==> config.mk <==
export PLATFORM = sky130hd
export DESIGN_NAME = board_io_ctrl
export DESIGN_NICKNAME = d
export VERILOG_FILES = /design/src/rtl/board_io_ctrl.sv
export SDC_FILE = /design/constraint.sdc
export NUM_CORES = 1
export LEC_CHECK = 0
export ABC_CLOCK_PERIOD_IN_PS = 6700
export CORE_MARGIN = 3
export CORE_UTILIZATION = 36
export DETAILED_ROUTE_END_ITERATION = 8
export SLEW_MARGIN = 20
export SYNTH_ARGS = -nofsm -noshare
export SYNTH_HDL_FRONTEND = slang
export SYNTH_SLANG_ARGS = --single-unit
==> constraint.sdc <==
create_clock -name clk -period 6.7 [get_ports clk]
set_clock_uncertainty 0.15 [all_clocks]
set_input_delay 1.675 -clock clk [delete_from_list [all_inputs] [get_ports clk]]
set_output_delay 1.675 -clock clk [all_outputs]
set_load 0.02 [all_outputs]
==> src/rtl/board_io_ctrl.sv <==
// board_io_ctrl: synchronised switches, debounced buttons with press pulses, and a
// four-mode LED display (switch mirror, press counter, blink, rotator).
module board_io_ctrl #(
  parameter int N_BTN           = 5,
  parameter int N_SW            = 16,
  parameter int N_LED           = 8,
  parameter int DEBOUNCE_CYCLES = 1000000,
  parameter int BLINK_DIV       = 25000000
) (
  input  logic             clk,
  input  logic             rst,
  input  logic [N_BTN-1:0] btn,
  input  logic [N_SW-1:0]  sw,
  output logic [N_LED-1:0] led,
  output logic [N_BTN-1:0] btn_db,
  output logic [N_BTN-1:0] btn_press,
  output logic [N_SW-1:0]  sw_sync,
  output logic [1:0]       mode
);
  localparam int CW = $clog2(DEBOUNCE_CYCLES + 1);
  localparam int DW = $clog2(BLINK_DIV);
  logic [N_BTN-1:0] btn_s1_q, btn_s2_q, btn_db_q, btn_db_d, btn_press_q, btn_press_d;
  logic [CW-1:0]    cnt_q [N_BTN];
  logic [CW-1:0]    cnt_d [N_BTN];
  logic [N_SW-1:0]  sw_s1_q, sw_sync_q;
  logic [DW-1:0]    div_q;
  logic [N_LED-1:0] press_cnt_q, press_cnt_d, rot_q, led_q, led_d;
  logic             blink_q, tick;
  assign mode = sw_sync_q[N_SW-1 -: 2];
  assign tick = div_q == DW'(BLINK_DIV - 1);
  assign press_cnt_d = btn_press_q[1] ? '0 : btn_press_q[0] ? press_cnt_q + N_LED'(1) : press_cnt_q;
  assign led_d = mode == 2'b00 ? sw_sync_q[N_LED-1:0] :
                 mode == 2'b01 ? press_cnt_q :
                 mode == 2'b10 ? {N_LED{blink_q}} : rot_q;
  // Any cycle where the synced level matches the accepted level restarts the count.
  always_comb begin
    btn_db_d    = btn_db_q;
    btn_press_d = '0;
    for (int i = 0; i < N_BTN; i++) begin
      cnt_d[i] = '0;
      if (btn_s2_q[i] != btn_db_q[i]) begin
        if (cnt_q[i] == CW'(DEBOUNCE_CYCLES - 1)) begin
          btn_db_d[i]    = btn_s2_q[i];
          btn_press_d[i] = btn_s2_q[i];
        end else begin
          cnt_d[i] = cnt_q[i] + CW'(1);
        end
      end
    end
  end
  always_ff @(posedge clk) begin
    if (rst) begin
      btn_s1_q    <= '0;
      btn_s2_q    <= '0;
      btn_db_q    <= '0;
      btn_press_q <= '0;
      cnt_q       <= '{default: '0};
      sw_s1_q     <= '0;
      sw_sync_q   <= '0;
      div_q       <= '0;
      press_cnt_q <= '0;
      rot_q       <= N_LED'(1);
      blink_q     <= 1'b0;
      led_q       <= '0;
    end else begin
      btn_s1_q    <= btn;
      btn_s2_q    <= btn_s1_q;
      btn_db_q    <= btn_db_d;
      btn_press_q <= btn_press_d;
      cnt_q       <= cnt_d;
      sw_s1_q     <= sw;
      sw_sync_q   <= sw_s1_q;
      div_q       <= tick ? '0 : div_q + DW'(1);
      press_cnt_q <= press_cnt_d;
      led_q       <= led_d;
      if (tick) begin
        blink_q <= ~blink_q;
        rot_q   <= {rot_q[N_LED-2:0], rot_q[N_LED-1]};
      end
    end
  end
  assign led       = led_q;
  assign btn_db    = btn_db_q;
  assign btn_press = btn_press_q;
  assign sw_sync   = sw_sync_q;
endmodule

==> Yosys cells after proc, flatten, opt, wreduce, memory -nomap -nowiden <==
Index checks and enable logic that the tools add are counted.
{ "word_totals": {"reg_bits": 202, "inputBits": 23, "output_inout_bits": 36, "elab_cells": 76} }
{ "op_classes": {"n_addsub": 7, "n_eq_ne": 13, "mux": 3, "bitwise_logic": 11, "n_reduce_logical": 18} }
{ "ops": {"columns": ["cell", "n"], "rows": [
  ["adder 20 x 1 -> 20 bit (second input constant)", 5],
  ["equality test 20 bit (second input constant)", 5],
  ["OR reduction 3 bit", 10],
  ["adder 25 x 1 -> 25 bit (second input constant)", 1],
  ["equality test 25 bit (second input constant)", 1],
  ["two-way mux 8 bit", 3],
  ["NOT 1 bit", 11],
  ["AND reduction 2 bit", 5],
  ["adder 8 x 1 -> 8 bit (second input constant)", 1],
  ["inequality test 1 bit", 5],
  ["OR reduction 2 bit", 2],
  ["equality test 2 x 1 -> 1 bit (second input constant)", 1],
  ["equality test 2 bit (second input constant)", 1],
  ["zero test 2 bit", 1]
]} }

==> Logic depth before layout (Yosys ltp) <==
{ "logic_depth": {"depth_word": 4, "ltp_mapped": 7, "depth_no_buf": 5} }

==> Worst setup path after synthesis <==
Ideal clock, no wire load.
{ "synth_timing": {"path_kind": "input port to flip-flop", "start": "in rst", "end": "reg cnt_q[67] in the netlist's numbering", "setup_ps": 128, "arrival_ps": 2644, "t_required_ps": 6422, "slack_ps": 3778, "cell_stages": 5, "path_buffers": 2, "path_cell_list": "clkbuf_1 nor2_1 o21ai_1 clkbuf_1 nor2_1"} }
{ "synth_between": {"elab_chain_len": 1} }
{ "synth_lines": {"columns": ["item", "line", "rtl"], "rows": [
  ["start: declaration", "11", "input logic rst,"],
  ["OR reduction 3 bit (no source line)", null, null],
  ["end signal: assignment", "70", "cnt_q <= cnt_d;"],
  ["end: declaration", "23", "logic [CW-1:0] cnt_q [N_BTN];"]
]} }
No other way between the ends.
A chain may end at the register's enable or synchronous reset.

==> Worst setup path in the final report <==
{ "layout_timing": {"start": "reg sw_sync_q[14], in the netlist sw_sync[14]", "end": "out sw_sync[14]"} }
{ "layout_rtl": {"columns": ["item", "line", "rtl"], "rows": [
  ["start: declaration", "25", "logic [N_SW-1:0] sw_s1_q, sw_sync_q;"],
  ["start signal: assignment", "72", "sw_sync_q <= sw_s1_q;"],
  ["end: declaration", "17", "output logic [N_SW-1:0] sw_sync,"]
]} }
No word-level cell between the ends.

==> results list <==
* Half-perimeter wire length of the detailed placement result: 11.74 mm
- Maximum ir drop on the vdd rail: 0.2024 mV
- Summed over all nets, the switching power comes to 0.5385 mW.
* Total Routing Usage GR: 13.82%
- Mapped Avg Cell Area: 9.164 sq um
- The core region is 22710 sq um.
- Compared with the post-synthesis result, the final layout area differs by 19.06%.
* Die Ht: 158.4 microns
- The worst setup path is captured at an output port.
* Number of diodes added for antenna fixing: 0
* Number of global-route vias before repair: 6156
- Worst Setup Path Type: flop to output port
* Wire length of the first global-routing pass: 29.16 mm
* Number of endpoints failing setup at the final stage: 0
- During I/O placement, the number of pins put on the boundary was 59.
- Min cycle time layout: 3.796 ns
- After clock tree synthesis, the clock-pin slew on the worst setup and hold paths is 0.06 ns.
* CTS-repair resized insts: 0
- Static timing analysis puts the maximum clock frequency at 263.4 MHz.
- Summed over all layers, the routed wires come to 17.29 mm.
- Post-synth net total: 942
- Source-to-sink clock delay at the later pin of the worst-skew pair: 0.49 ns
* Number of buffers created by CTS: 23
- Overall power: 2.613 mW
- Register share of total power: 46.9%
- Post-route cell area: 9951 sq um
- RSZ-0062 raised after global routing: false
- STA classifies the critical path startpoint as a flop.
* Via density per instance: 5.147
* Count of synthesis-stage warnings from yosys: 0
- Summed over all layers, the global routing overflow is 0.
* Accumulated negative setup slack: 0 ns
- The post-route netlist has 6.674% of its cells at a drive strength greater than 1.
- P per Cell Area: 262.6 nW/um^2
- First-pass DRT Iterations: 6
- At the worst endpoint, the required time is 4.88 ns.
- The synthesized design contains 202 register bits.
- DR WL/cell: 13.73 microns
* Die X: 158.4 microns
- The run finished with clean final reports.
* Critical Path AT: 1.97 ns
- The tree is rooted in a sky130_fd_sc_hd__clkbuf_16.
- The clock passes through at most 3 buffers.
- Antenna-violating nets left: 0
* Gate count after technology mapping: 912
* Slowest Stage Delay on Critical Path: 0.75 ns
- Filler Cells Inserted: 2230
- Rows: 55
- Max-cap violations in this run came to 0.
- In the synthesized netlist the async set-or-reset flop fraction comes to 0%.
* Proportion of power drawn by the clock network: 50.5%
* DR DRC count: 0
- Input and output buffers added on the ports amount to 58.
* Final estimated routing congestion in global placement: 0.8054
- At the pin with the least slew margin, the transition time is 1.030 ns.
- DRC violation total after the first TritonRoute iteration: 269
- TritonCTS built the clock tree.
- The synthesized design contains 0 enable-type register cells.
* Post-Route Utilization: 43.82%
* Share of power burned in combinational logic: 2.5%
- Counting tap cells, the placed design contains a total of 1218 instances.
- Of all nets on the critical path, the largest fanout is 10.
* Net count reported at finish: 988
- The number of setup buffers added after CTS is 0.
* Cell type of the slowest stage on the worst timing path: sky130_fd_sc_hd__dfxtp_1
* Final non-filler cell total: 1259
- CP top delay family: flip-flops
- In the final layout, the multi-input gates occupy 4053 sq um.
- Antenna violations before repair: 0
- In this run the static leakage power is 3.123 nW.
- Total die area: 25080 sq um
* Tightest slew margin relative to the limit: 31.34%
* Total vias in the final route: 6480
- Maximum number of pins on one net before global-route repair: 65
- The signal on the critical path passes through clkdlybuf4s50_1.
- The number of different library cells used by synthesis comes to 45.
- Final period util: 56.66%
- Cts-stage hold buffer count: 0
- Max-slew violation count: 0
- H-tree level count: 1
- The path class of the tightest hold or removal check is flop to flop.
- Mapped Area: 8358 sq um
- CP bufs+invs: 1
- Final Hold Viols: 0
* Leading register cell type out of synthesis: sky130_fd_sc_hd__dfxtp_1
* Cell internal pwr: 2.074 mW
- Across the whole layout, storage elements account for 4044 sq um.
* Fraction of power spent switching nets: 20.61%
- Part of the Yosys area used for sequential elements: 48.38%
- Effective utilization at floorplan: 36.80%
* Post-detailed-placement cell area: 9141 sq um
* Sinks on the clock net: 202
## cell families after synthesis
kind of cell / count (synthesis) / synth area share [%]
mux: 9 / 2.275
xor+xnor: 81 / 8.488
fa+ha+maj: 7 / 1.048
compound gates: 121 / 7.919
flops: 202 / 48.38
buf+inv: 62 / 3.129
simple gates: 430 / 28.76
## cells in the final DEF (no fill, tap or decap), types with 13 or more instances in the layout
cell type                         count
sky130_fd_sc_hd__dfxtp_1            202
sky130_fd_sc_hd__nor2_1             100
sky130_fd_sc_hd__a21oi_1             57
sky130_fd_sc_hd__clkdlybuf4s50_1     57
sky130_fd_sc_hd__nand3_1             51
sky130_fd_sc_hd__nor2b_1             43
sky130_fd_sc_hd__nand4_1             42
sky130_fd_sc_hd__o21ai_0             42
sky130_fd_sc_hd__xnor2_1             41
sky130_fd_sc_hd__nand2_1             40
sky130_fd_sc_hd__xor2_1              40
sky130_fd_sc_hd__or3_1               31
sky130_fd_sc_hd__or4_1               28
sky130_fd_sc_hd__clkbuf_16           23
sky130_fd_sc_hd__inv_1               20
sky130_fd_sc_hd__o31ai_1             15
sky130_fd_sc_hd__and4_1              14
sky130_fd_sc_hd__and2_1              14
sky130_fd_sc_hd__nor4_1              13
## layout make-up
| type | count | area share [%] |
|---|---|---|
| multi-input combinational | 648 | 40.73 |
| sequential | 202 | 40.64 |
| clock buffer | 29 | 6.312 |
| timing repair buffer | 63 | 6.161 |
| tap | 285 | 3.584 |
| clock inverter | 12 | 1.823 |
| inverter | 20 | 0.7544 |
## registers in the layout (all words and copies together), names as in the netlist, 8 cells and up
register / flops
cnt_q: 100
div_q: 25
led: 8
press_cnt_q: 8
rot_q: 8
sw_s1_q: 16
sw_sync: 16
## power groups by stage
stage	sequential [mW]	combinational, mW	clock, mW
after floorplan	1.25	0.0321	0
after global placement	1.25	0.0664	0
after detailed placement	1.25	0.0667	0
after CTS	1.23	0.0670	1.36
after global routing	1.23	0.0728	1.41
final	1.23	0.0658	1.32
## Yosys cell counts (14+ instances only)
| cell | number | area (sq um) |
|---|---|---|
| sky130_fd_sc_hd__dfxtp_1 | 202 | 4044 |
| sky130_fd_sc_hd__nand4_1 | 42 | 262.8 |
| sky130_fd_sc_hd__or4_1 | 28 | 210.2 |
| sky130_fd_sc_hd__inv_1 | 20 | 75.07 |
| sky130_fd_sc_hd__nand3_1 | 51 | 255.2 |
| sky130_fd_sc_hd__or3_1 | 31 | 193.9 |
| sky130_fd_sc_hd__nor2b_1 | 43 | 269.0 |
| sky130_fd_sc_hd__o31ai_1 | 15 | 112.6 |
| sky130_fd_sc_hd__a21oi_1 | 57 | 285.3 |
| sky130_fd_sc_hd__nand2_1 | 40 | 150.1 |
| sky130_fd_sc_hd__xor2_1 | 40 | 350.3 |
| sky130_fd_sc_hd__and2_1 | 14 | 87.58 |
| sky130_fd_sc_hd__clkbuf_1 | 34 | 127.6 |
| sky130_fd_sc_hd__xnor2_1 | 41 | 359.1 |
| sky130_fd_sc_hd__o21ai_0 | 42 | 210.2 |
| sky130_fd_sc_hd__nor2_1 | 100 | 375.4 |
| sky130_fd_sc_hd__and4_1 | 14 | 122.6 |
## per-stage QoR
stage | worst slack (ns) | hold WS (ns)
finish | 2.904 | 0.2817
global route | 2.781 | 0.3047
CTS | 2.851 | 0.2853
detailed placement | 3.159 | 0.2704
global placement | 3.195 | 0.2652
floorplan | 3.778 | 0.2632
## path summary, 6_finish.rpt
check	slack, ns	depth (start not counted)	end	from
setup / recovery	2.90	1	sw_sync[14]	sw_sync[14]
setup reg to reg	3.91	4	div_q[4]	div_q[6]
hold / removal	0.28	1	sw_sync[9]	sw_s1_q[9]
hold reg to reg	0.28	1	sw_sync[9]	sw_s1_q[9]
## per-layer routing
layer  vias to the layer above  wire [microns]  global-route usage [%]
met5                         -               0                       0
met1                      3001            8441                   18.97
met2                       116            7633                   21.81
met3                        25             874                   3.262
li1                       3338               -                       -
met4                         0             340                   3.974
Note: power is estimated with default switching activity, not from simulation.
